### src/rtl/bcd_to_bin_seq_pkg.sv
// Shared constants, state encoding and digit check for the sequential BCD-to-binary converter.
package bcd_to_bin_seq_pkg;

  localparam int DIGIT_W     = 4;
  localparam int CORR_THRESH = 8;
  localparam int CORR_CONST  = 3;
  localparam int DIGIT_MAX   = 9;

  typedef enum logic {
    IDLE = 1'b0,
    CONV = 1'b1
  } state_t;

  function automatic logic digit_invalid(input logic [DIGIT_W-1:0] digit);
    return digit > DIGIT_W'(DIGIT_MAX);
  endfunction

endpackage

### src/rtl/bcd_to_bin_seq_if.sv
// Start/busy/done handshake and data bus between the digit-entry logic and the converter.
interface bcd_to_bin_seq_if
  import bcd_to_bin_seq_pkg::*;
#(
  parameter int DIGITS = 3,
  parameter int BIN_W  = 10
);
  logic                        start;
  logic [DIGIT_W*DIGITS-1:0]   bcd_in;
  logic                        busy;
  logic                        done;
  logic                        err;
  logic [BIN_W-1:0]            bin_out;

  modport master (
    output start, bcd_in,
    input  busy, done, err, bin_out
  );

  modport slave (
    input  start, bcd_in,
    output busy, done, err, bin_out
  );
endinterface

### src/rtl/bcd_to_bin_seq_three_subtractor.sv
// Reverse double-dabble correction cell: a shifted BCD field of 8..15 loses 3, anything else passes through.
module three_subtractor
  import bcd_to_bin_seq_pkg::*;
(
  input  logic [DIGIT_W-1:0] field,
  output logic [DIGIT_W-1:0] fixed
);

  assign fixed = (field >= DIGIT_W'(CORR_THRESH)) ? field - DIGIT_W'(CORR_CONST) : field;

endmodule

### src/rtl/bcd_to_bin_seq.sv
// Sequential BCD-to-binary converter: one right shift plus per-digit subtract-3 correction per clock.
module bcd_to_bin_seq
  import bcd_to_bin_seq_pkg::*;
#(
  parameter int DIGITS = 3,
  parameter int BIN_W  = 10
)(
  input  logic              clk,
  input  logic              reset,
  bcd_to_bin_seq_if.slave   bus
);

  localparam int BCD_W = DIGIT_W * DIGITS;
  localparam int SR_W  = BCD_W + BIN_W;
  localparam int CNT_W = $clog2(BIN_W + 1);

  state_t             state_reg;
  logic [SR_W-1:0]    sr_reg;
  logic [CNT_W-1:0]   cnt_reg;
  logic               busy_reg;
  logic               done_reg;
  logic               err_reg;
  logic [BIN_W-1:0]   bin_reg;

  logic [SR_W-1:0]    shifted;
  logic [SR_W-1:0]    corrected;
  logic [BCD_W-1:0]   corr_hi;
  logic [DIGITS-1:0]  bad_digit;

  assign shifted = sr_reg >> 1;

  // Each digit field is corrected on its own; no borrow crosses a digit boundary.
  generate
    for (genvar gi = 0; gi < DIGITS; gi++) begin : g_digit
      three_subtractor u_sub (
        .field (shifted[BIN_W + DIGIT_W*gi +: DIGIT_W]),
        .fixed (corr_hi[DIGIT_W*gi +: DIGIT_W])
      );
      assign bad_digit[gi] = digit_invalid(bus.bcd_in[DIGIT_W*gi +: DIGIT_W]);
    end
  endgenerate

  assign corrected = {corr_hi, shifted[BIN_W-1:0]};

  always_ff @(posedge clk or posedge reset) begin
    if (reset) begin
      state_reg <= IDLE;
      sr_reg    <= '0;
      cnt_reg   <= '0;
      busy_reg  <= 1'b0;
      done_reg  <= 1'b0;
      err_reg   <= 1'b0;
      bin_reg   <= '0;
    end else begin
      done_reg <= 1'b0;
      case (state_reg)
        IDLE: begin
          if (bus.start) begin
            if (|bad_digit) begin
              // Rejected input finishes immediately without entering CONV.
              err_reg  <= 1'b1;
              bin_reg  <= '0;
              done_reg <= 1'b1;
            end else begin
              sr_reg    <= {bus.bcd_in, {BIN_W{1'b0}}};
              cnt_reg   <= '0;
              busy_reg  <= 1'b1;
              err_reg   <= 1'b0;
              state_reg <= CONV;
            end
          end
        end
        CONV: begin
          sr_reg  <= corrected;
          cnt_reg <= cnt_reg + 1'b1;
          if (cnt_reg == CNT_W'(BIN_W - 1)) begin
            bin_reg   <= corrected[BIN_W-1:0];
            done_reg  <= 1'b1;
            busy_reg  <= 1'b0;
            state_reg <= IDLE;
          end
        end
        default: state_reg <= IDLE;
      endcase
    end
  end

  assign bus.busy    = busy_reg;
  assign bus.done    = done_reg;
  assign bus.err     = err_reg;
  assign bus.bin_out = bin_reg;

endmodule

### src/flat_wrapper.sv
// flat-port wrapper written by rule: the top's interface ports become plain ports
module bcd_to_bin_seq_flat import bcd_to_bin_seq_pkg::*;
#(
  parameter int DIGITS = 3,
  parameter int BIN_W  = 10
)
  (clk, reset, bus_start, bus_bcd_in, bus_busy, bus_done, bus_err, bus_bin_out);
  bcd_to_bin_seq_if #(.DIGITS(DIGITS), .BIN_W(BIN_W)) bus_i ();
  input  logic clk;
  input  logic reset;
  input wire logic [$bits(bus_i.start)-1:0] bus_start;
  input wire logic [$bits(bus_i.bcd_in)-1:0] bus_bcd_in;
  output wire logic [$bits(bus_i.busy)-1:0] bus_busy;
  output wire logic [$bits(bus_i.done)-1:0] bus_done;
  output wire logic [$bits(bus_i.err)-1:0] bus_err;
  output wire logic [$bits(bus_i.bin_out)-1:0] bus_bin_out;
  assign bus_i.start = bus_start;
  assign bus_i.bcd_in = bus_bcd_in;
  assign bus_busy = bus_i.busy;
  assign bus_done = bus_i.done;
  assign bus_err = bus_i.err;
  assign bus_bin_out = bus_i.bin_out;
  bcd_to_bin_seq #(.DIGITS(DIGITS), .BIN_W(BIN_W)) u_core (.clk(clk), .reset(reset), .bus(bus_i));
endmodule
### config.mk
export PLATFORM = sky130hd
export DESIGN_NAME = bcd_to_bin_seq_flat
export DESIGN_NICKNAME = d
export VERILOG_FILES = /design/src/rtl/bcd_to_bin_seq_pkg.sv /design/src/rtl/bcd_to_bin_seq_if.sv /design/src/rtl/bcd_to_bin_seq_three_subtractor.sv /design/src/rtl/bcd_to_bin_seq.sv /design/src/flat_wrapper.sv
export SDC_FILE = /design/constraint.sdc
export NUM_CORES = 1
export LEC_CHECK = 0
export CELL_PAD_IN_SITES_DETAIL_PLACEMENT = 0
export CELL_PAD_IN_SITES_GLOBAL_PLACEMENT = 1
export CORE_MARGIN = 4
export CORE_UTILIZATION = 45
export CTS_CLUSTER_DIAMETER = 120
export CTS_CLUSTER_SIZE = 12
export DETAILED_ROUTE_END_ITERATION = 8
export GPL_TIMING_DRIVEN = 0
export PLACE_DENSITY_LB_ADDON = 0.25
export SLEW_MARGIN = 5
export SYNTH_ARGS = -nofsm -noshare
export SYNTH_HDL_FRONTEND = slang
export SYNTH_SLANG_ARGS = --single-unit
### constraint.sdc
create_clock -name clk -period 4.1 [get_ports clk]
set_input_delay 0.615 -clock clk [delete_from_list [all_inputs] [get_ports clk]]
set_output_delay 0.615 -clock clk [all_outputs]
set_load 0.02 [all_outputs]
== Word-level counts from Yosys, hierarchy flattened ==
Index checks and enable logic that the tools add are counted.

* Memory bits (writable): 0
* Memory bits (read-only): 0
* Logic and storage cells: 53
* Bits in latches: 0
* Memories: 0
* Output and inout bits: 13
* Flip-flop bits (word level): 40

* Multiplexer cells: 25
* Order comparisons: 6
* Add/subtract/negate cells: 4
* Reduce and logical (&&, ||, !) cells: 5
* Div/mod/pow operators: 0
* $mul: 0
* Bitwise gates (word level): 1
* Equality and inequality tests: 5
* Shifts and indexed selects: 0

{| class="wikitable"
|+ Operators by type and width
! cell !! number
|-
| $mux 22 || 2
|-
| $pmux 22 s2 || 1
|-
| $mux 10 || 3
|-
| $mux 4 || 5
|-
| $pmux 10 s2 || 1
|-
| $gt 4x4->1 const B || 3
|-
| $mux 1 || 9
|-
| $ge 4x4->1 const B || 2
|-
| $pmux 4 s2 || 1
|-
| $sub 4x2->4 const B || 2
|-
| $ne 2x2->1 const B || 3
|-
| $pmux 1 s2 || 3
|-
| $reduce_and 3->1 || 2
|-
| $add 4x1->4 const B || 1
|-
| $eq 4x4->1 const B || 1
|-
| $ge 3x4->1 const B || 1
|-
| $reduce_and 2->1 || 2
|-
| $sub 3x2->4 const B || 1
|-
| $reduce_or 3->1 || 1
|-
| $ne 2x1->1 const B || 1
|-
| $not 1->1 || 1
|}

== Longest topological paths before layout ==
Gate-level depths: netlist of run 1.

* Depth in word-level cells: 5
* Depth in mapped cells: 6
* Mapped depth without buffers: 5

== Hierarchy ==
Synthesis of run 1 repeated with hierarchy kept, for this count alone.

* Cells, all modules: 227
* Area total of the unflattened synthesis: 2,144.6 µm²

{| class="wikitable"
|+ Modules (own cells, without submodules)
! module !! cells an instance !! area each (µm²) !! instances
|-
| bcd_to_bin_seq || 194 || 1,915.6 || 1
|-
| three_subtractor || 11 || 76.3 || 3
|}

== Worst setup path before layout of run 1 ==
OpenSTA, ideal clock, no wires.

* Path type: input port to flip-flop
* Start point: input port bus_start
* End point: register u_core.sr_reg[11]
* Arrival: 1,356 ps
* Path slack: 2,618 ps
* Stages: 4
* Required time: 3,974 ps
* Cells stage by stage: nor2b_4 and4_4 buf_6 a221o_1

* Cells in the longest elaborated chain, start to end: 2

{| class="wikitable"
|+ RTL lines
! what !! line !! RTL
|-
| from (decl) || flat_wrapper.sv:11 || <nowiki>input wire logic [$bits(bus_i.start)-1:0] bus_start;</nowiki>
|-
| $ne 2x2->1 (no source line) || n/a ||
|-
| $reduce_and 2->1 (no source line) || n/a ||
|-
| to (signal assigned) || bcd_to_bin_seq.sv:65 || <nowiki>sr_reg <= {bus.bcd_in, {BIN_W{1'b0}}};</nowiki>
|-
| to (signal assigned) || bcd_to_bin_seq.sv:74 || <nowiki>sr_reg <= corrected;</nowiki>
|-
| to (decl) || bcd_to_bin_seq.sv:18 || <nowiki>logic [SR_W-1:0] sr_reg;</nowiki>
|}

Every way passes these cells.
A chain may end at the register's enable or synchronous reset.

== Worst setup path in the final report of run 1 ==
* Start point: register u_core.bin_reg[2], in the netlist u_core.bus.bin_out[2]
* End point: output port bus_bin_out[2]

{| class="wikitable"
|+ RTL lines
! what !! line !! RTL
|-
| from (decl) || bcd_to_bin_seq.sv:23 || <nowiki>logic [BIN_W-1:0] bin_reg;</nowiki>
|-
| from (signal assigned) || bcd_to_bin_seq.sv:77 || <nowiki>bin_reg <= corrected[BIN_W-1:0];</nowiki>
|-
| to (decl) || flat_wrapper.sv:16 || <nowiki>output wire logic [$bits(bus_i.bin_out)-1:0] bus_bin_out;</nowiki>
|}

No word-level cell between the ends.

==> flow_summary_export.csv, run 1 <==
group,metric,value,unit
sta,fin_ws,2200,ps
setup_path,start_kind,"flop",
grt,grt_pass1_wl,6750,um
floorplan,io_pins,28,
detailed_routing,firstDrtPassIters,4,
pwr,power_per_cell_area,761,nW/um2
logic_synthesis,synth_nets,184,
sta,slew_violations,0,
sta,slew_headroom,46.9,%
grt,track_usage,16.8,%
logic_synthesis,avgSynthCellArea,11.4,um2
layout,area_delta_synth_final,24.3,%
logic_synthesis,synth_area_leaders,"dfrtp_1, nand2_1, ha_1, a22o_1, a21oi_1",
placement,place_ws,1950,ps
layout,antennaDiodeCount,0,
floorplan,core,4000,um2
worst_hold_path,min-delay-path-class,"reg2reg",
sta,finalHoldViolCount,0,
detailed_routing,wl_per_cell,15.2,um
cts,post-cts-setup-buffers,0,
sta,setup_violations,0,
placement,place_congestion,0.781,
layout,largest_register_ffs,21,
sta,worstMarginPinSlew,796,ps
logic_synthesis,synth_edf_count,0,
detailed_routing,drtIter0Drc,86,
detailed_routing,wl,3770,um
pwr,ir_drop,324,uV
grt,grt_overflow_total,0,
cts,root_buffer,"clkbuf_8",
floorplan,fp.dieH,72.2,um
cts,clock_path_buffers,2,
run_status,status,"finished, final reports clean",
cts,worstSkewPairLatency,290,ps
cts,clk_pin_slew,80,ps
sta,final.setup_skew,5.72,ps
logic_synthesis,synth_top_cell_by_area,"dfrtp_1",
cts,cts_tree,"done",
layout,final_common_cell,"dfrtp_1",
logic_synthesis,synth_area,1850,um2
logic_synthesis,async_flop_share,100,%
placement,place_hpwl,2750,um
setup_path,critPathArrivalTime,1280,ps
cts,cts.sinks,39,
setup_path,cp_slowest_stage_delay,630,ps
sta,min_period_over_period,46.2,%
grt,antenna_found_initial,0,
sta,fin_setup_tns,0,ps
setup_path,cp-end-kind,"output port",
pwr,leakage,1.03,nW
logic_synthesis,seq_area_frac_synth,52.7,%
logic_synthesis,synth_warnings,0,
sta,min_period,1900,ps
detailed_routing,drt-vias-per-instance,5.39,
sta,fmax,0.528,GHz
layout,drive_gt1_share,14.1,%
grt,top_usage_layer,"met2",
setup_path,cp.buffers_inverters,1,
logic_synthesis,syn-instance-count,163,
sta,rsz0062_at_grt,"false",
cts,cts_hold_buf,0,
setup_path,critPathMaxFanout,2,
floorplan,placementRows,23,
layout,nets,218,
detailed_routing,vias,1337,
layout,final_cell_mix,"dfrtp_1, clkdlybuf4s50_1, nand2_1",
setup_path,crit_path_cell_trace,"clkdlybuf4s50_1",
placement,io_buffers,27,
run,cap_violations,0,
grt,grt_pass1_vias,1389,
floorplan,dieArea,5210,um2
cts,post_cts_resized,0,
logic_synthesis,synth_top_area_share,52.7,%
setup_path,required,3480,ps
grt,use_met2,28.1,%
logic_synthesis,ys_types,35,
detailed_routing,drcViolationCount,0,
setup_path,critPathTopFamily,"buffers and inverters",
cts,numCtsBuffers,5,
detailed_routing,drtAntennaViolNets,0,
grt,grt_max_degree,40,
grt,use_met3,4.43,%
floorplan,start_util,46.3,%
setup_path,reg2reg_depth,5,
floorplan,fp.dieW,72.2,um
setup_path,path_class,"reg2out",
logic_synthesis,ys_seq_elements,39,
worst_hold_path,hold_depth,1,
logic_synthesis,ys.flop_type,"dfrtp_1",
setup_path,slowest_stage,"clkdlybuf4s50_1",
grt,use_met1,21.4,%
setup_path,worstSetupPathDepth,1,
cts,htreeDepth,2,
[layer usage]
layer / up-vias / wire length [um]
met5: - / 0
met4: 0 / 55
met3: 5 / 224
met2: 39 / 1860
met1: 651 / 1630
li1: 642 / -
[final timing paths]
kind,from,end,slack (ps)
max in group asynchronous,reset,u_core.sr_reg[13],2790
worst min-delay path,u_core.bus.busy,u_core.bus.busy,500
worst max-delay path,u_core.bus.bin_out[2],bus_bin_out[2],2200
worst min register to register,u_core.bus.busy,u_core.bus.busy,500
worst max register to register,u_core.cnt_reg[0],u_core.bus.bin_out[0],2600
min in group asynchronous,reset,u_core.bus.bin_out[7],800
[cell usage after synthesis, types with 3 or more instances]
library cell	instances
inv_1	14
mux2i_1	3
a21oi_1	12
a221o_1	4
dfrtp_1	39
o221a_2	3
o21ai_4	3
a22o_2	3
nand4_1	4
nor2_1	9
a22o_1	7
ha_1	6
buf_6	3
nand2_1	21
xnor2_1	4
[power by group]
part | switching (mW) | leakage [nW] | internal [mW]
Combinational | 0.358 | 0.475 | 0.374
Clock | 0.133 | 0.0612 | 0.197
Sequential | 0.134 | 0.497 | 0.556
Total | 0.625 | 1.03 | 1.13
[per-stage QoR]
| step | hold WS, ps | power [mW] | cells | util (%) | instance area [um2] |
|---|---|---|---|---|---|
| after floorplan | 457 | 1.19 | 163 | - | 1850 |
| after global placement | 475 | 1.39 | 240 | 54.6 | 2180 |
| after detailed placement | 482 | 1.44 | 240 | 54.6 | 2180 |
| after CTS | 505 | 1.77 | 248 | 57.6 | 2300 |
| after global routing | 534 | 1.89 | 248 | 57.6 | 2300 |
| final | 503 | 1.75 | 248 | 57.6 | 2300 |
[logic make-up (layout without fill, tap and decap cells)]
group / count (synthesis) / in the layout / synth area share, %
buffers and inverters: 22 / 57 / 6.01
flip-flops: 39 / 39 / 52.7
adder cells (fa/ha/maj): 6 / 6 / 4.05
AND/OR/NAND/NOR: 44 / 44 / 12.1
AO/OA/AOI/OAI: 43 / 43 / 20.7
multiplexers: 3 / 3 / 1.62
XOR/XNOR: 6 / 6 / 2.84
[area by class of cell]
class | instances | area [um2]
buffer | 8 | 58.8
clock buffer | 6 | 82.6
clock inverter | 2 | 35.0
fill | 338 | 1700
inverter | 14 | 52.6
multi-input combinational | 102 | 764
sequential | 39 | 976
tap | 50 | 62.6
timing repair buffer | 27 | 270
No activity file was read; power rests on OpenSTA's default activity.
==> run 2, diff against run 1 <==
--- a/config.mk
+++ b/config.mk
@@ -8,7 +8,7 @@
 export CELL_PAD_IN_SITES_DETAIL_PLACEMENT = 0
 export CELL_PAD_IN_SITES_GLOBAL_PLACEMENT = 1
 export CORE_MARGIN = 4
-export CORE_UTILIZATION = 45
+export CORE_UTILIZATION = 38
 export CTS_CLUSTER_DIAMETER = 120
 export CTS_CLUSTER_SIZE = 12
 export DETAILED_ROUTE_END_ITERATION = 8
==> constraint.sdc (replaced) <==
create_clock -name clk -period 1.5 [get_ports clk]
set_input_delay 0.225 -clock clk [delete_from_list [all_inputs] [get_ports clk]]
set_output_delay 0.225 -clock clk [all_outputs]
set_load 0.02 [all_outputs]
==> run 2 against run 1 <==
Final cell count up 8.5%. Cell area rose by 2.4%. Setup slack got worse by 2200 ps. Critical path depth grew 4. Sequential cell count is the same. Clock-buffer cell count stayed put. Critical endpoint is now u_core.sr_reg[15]. Largest cell class unchanged.
==> flow_summary_export.csv, run 2 (same netlist as run 1, synthesis figures left out) <==
group,metric,value,unit
run_status,status,"finished, final reports clean",
placement,numPlacedInstances,257,
detailed_routing,drtAntennaViolNets,0,
setup_path,critPathMaxFanout,10,
floorplan,io_pins,28,
sta,worstMarginPinSlew,825,ps
pwr,p_total,4.62,mW
setup_path,cp-end-kind,"flop",
detailed_routing,drcViolationCount,0,
grt,grt_max_degree,40,
sta,slew_headroom,44.9,%
sta,final.setup_skew,6.93,ps
cts,clock_path_buffers,2,
setup_path,path_class,"in2reg",
layout,final_util,49.9,%
sta,min_period,1490,ps
floorplan,dieArea,6050,um2
setup_path,required,1670,ps
floorplan,start_util,39.2,%
layout,largest_register_ffs,21,
layout,drive_gt1_share,16.8,%
cts,cts.sinks,39,
placement,io_buffers,27,
grt,grt_overflow_total,0,
sta,slew_violations,0,
sta,fmax,0.672,GHz
grt,grt_pass1_wl,6630,um
floorplan,placementRows,25,
detailed_routing,drtIter0Drc,90,
pwr,switchingPower,1.71,mW
detailed_routing,wl,3930,um
sta,rsz0062_at_grt,"false",
layout,antennaDiodeCount,0,
grt,track_usage,14.0,%
layout,nets,223,
pwr,internal-power,2.92,mW
floorplan,fp.dieW,77.8,um
pwr,p_sw_share,36.9,%
cts,root_buffer,"clkbuf_8",
layout,nFillCells,436,
detailed_routing,wl_per_cell,14.6,um
cts,htreeDepth,2,
pwr,p_comb_share,43.5,%
pwr,ir_drop,818,uV
cts,cts_tree,"done",
detailed_routing,firstDrtPassIters,4,
cts,clk_pin_slew,70,ps
cts,cts_hold_buf,0,
setup_path,crit_path_cell_trace,"clkdlybuf4s50_1 > nor2b_4 > and4_4 > buf_6 > a221o_1",
setup_path,slowest_stage,"clkdlybuf4s50_1",
detailed_routing,vias,1360,
floorplan,fp.dieH,77.8,um
setup_path,cp_slowest_stage_delay,550,ps
layout,final_common_cell,"dfrtp_1",
sta,min_period_over_period,99.1,%
pwr,power_per_cell_area,1960,nW/um2
layout,final_cell_mix,"dfrtp_1, nand2_1, clkdlybuf4s50_1",
sta,finalHoldViolCount,0,
sta,fin_ws,13.0,ps
cts,numCtsBuffers,5,
pwr,share_seq_of_total_power,40.7,%
setup_path,critPathArrivalTime,1660,ps
run,cap_violations,0,
grt,antenna_found_initial,0,
cts,worstSkewPairLatency,290,ps
layout,fin_cells,269,
layout,area_delta_synth_final,27.3,%
worst_hold_path,min-delay-path-class,"in2async",
sta,setup_violations,0,
setup_path,start_kind,"primary input",
placement,place_hpwl,2680,um
grt,grt_pass1_vias,1388,
sta,fin_setup_tns,0,ps
pwr,pwr-share-clk,15.7,%
placement,place_ws,-322,ps
floorplan,core,4720,um2
pwr,leakage,1.19,nW
detailed_routing,drt-vias-per-instance,5.06,
placement,place_congestion,0.798,
[run 2: worst paths after layout]
check,from,endpoint,slack [ps],cells past startpoint
worst min-delay path,reset,u_core.sr_reg[18],410,2
max in group asynchronous,reset,u_core.bus.busy,560,2
worst min register to register,u_core.bus.busy,u_core.bus.busy,500,1
worst max register to register,u_core.sr_reg[15],u_core.sr_reg[15],120,5
min in group clk,u_core.bus.busy,u_core.bus.busy,500,1
worst max-delay path,bus_start,u_core.sr_reg[15],10,5
[run 2: worst max-delay path, delay by kind of cell]
family,cells,cell delay (ps)
AOI/OAI and AO/OA,1,350
buffers and inverters,2,690
and+or+nand+nor,2,390
[run 2: layer usage]
metal | part of all wire [%] | routed length [um] | global-route usage (%) | vias up
li1 | - | - | - | 654
met1 | 47 | 1840 | 17.7 | 673
met2 | 48 | 1900 | 23.2 | 28
met3 | 3.5 | 137 | 3.48 | 5
met4 | 1.3 | 50 | 4.80 | 0
met5 | 0 | 0 | 0 | -
[run 2: power groups by stage]
stage / combinational [mW] / clock [mW] / sequential, mW
3_5_place_dp: 2.01 / 0 / 1.90
3_3_place_gp: 1.95 / 0 / 1.89
2_1_floorplan: 1.25 / 0 / 2.00
4_1_cts: 2.02 / 0.741 / 1.89
6_report: 2.01 / 0.728 / 1.88
5_1_grt: 2.24 / 0.795 / 1.95
[run 2: timing repair]
item	CTS	global route
resized for setup	2	12
setup buffers	3	2
endpoints found under the setup margin	11	19
pin swaps	3	3
[run 2: final cells by class]
cell class              instances  area [um2]  share of cell area, %
flip-flops and latches         39         976                   41.4
repair buffers                 32         327                   13.9
plain buffers                   8        66.3                   2.81
clock inverters                 1        5.00                  0.212
multi-input cells             102         764                   32.4
inverters                      14        52.6                   2.23
well taps                      67        83.8                   3.56
clock buffers                   6        82.6                   3.50
[run 2: stage by stage]
| step | hold WS, ps | cell area (um2) |
|---|---|---|
| after CTS | 456 | 2320 |
| after floorplan | 365 | 1850 |
| after global routing | 500 | 2360 |
| after global placement | 473 | 2210 |
| after detailed placement | 479 | 2210 |
| final | 413 | 2360 |
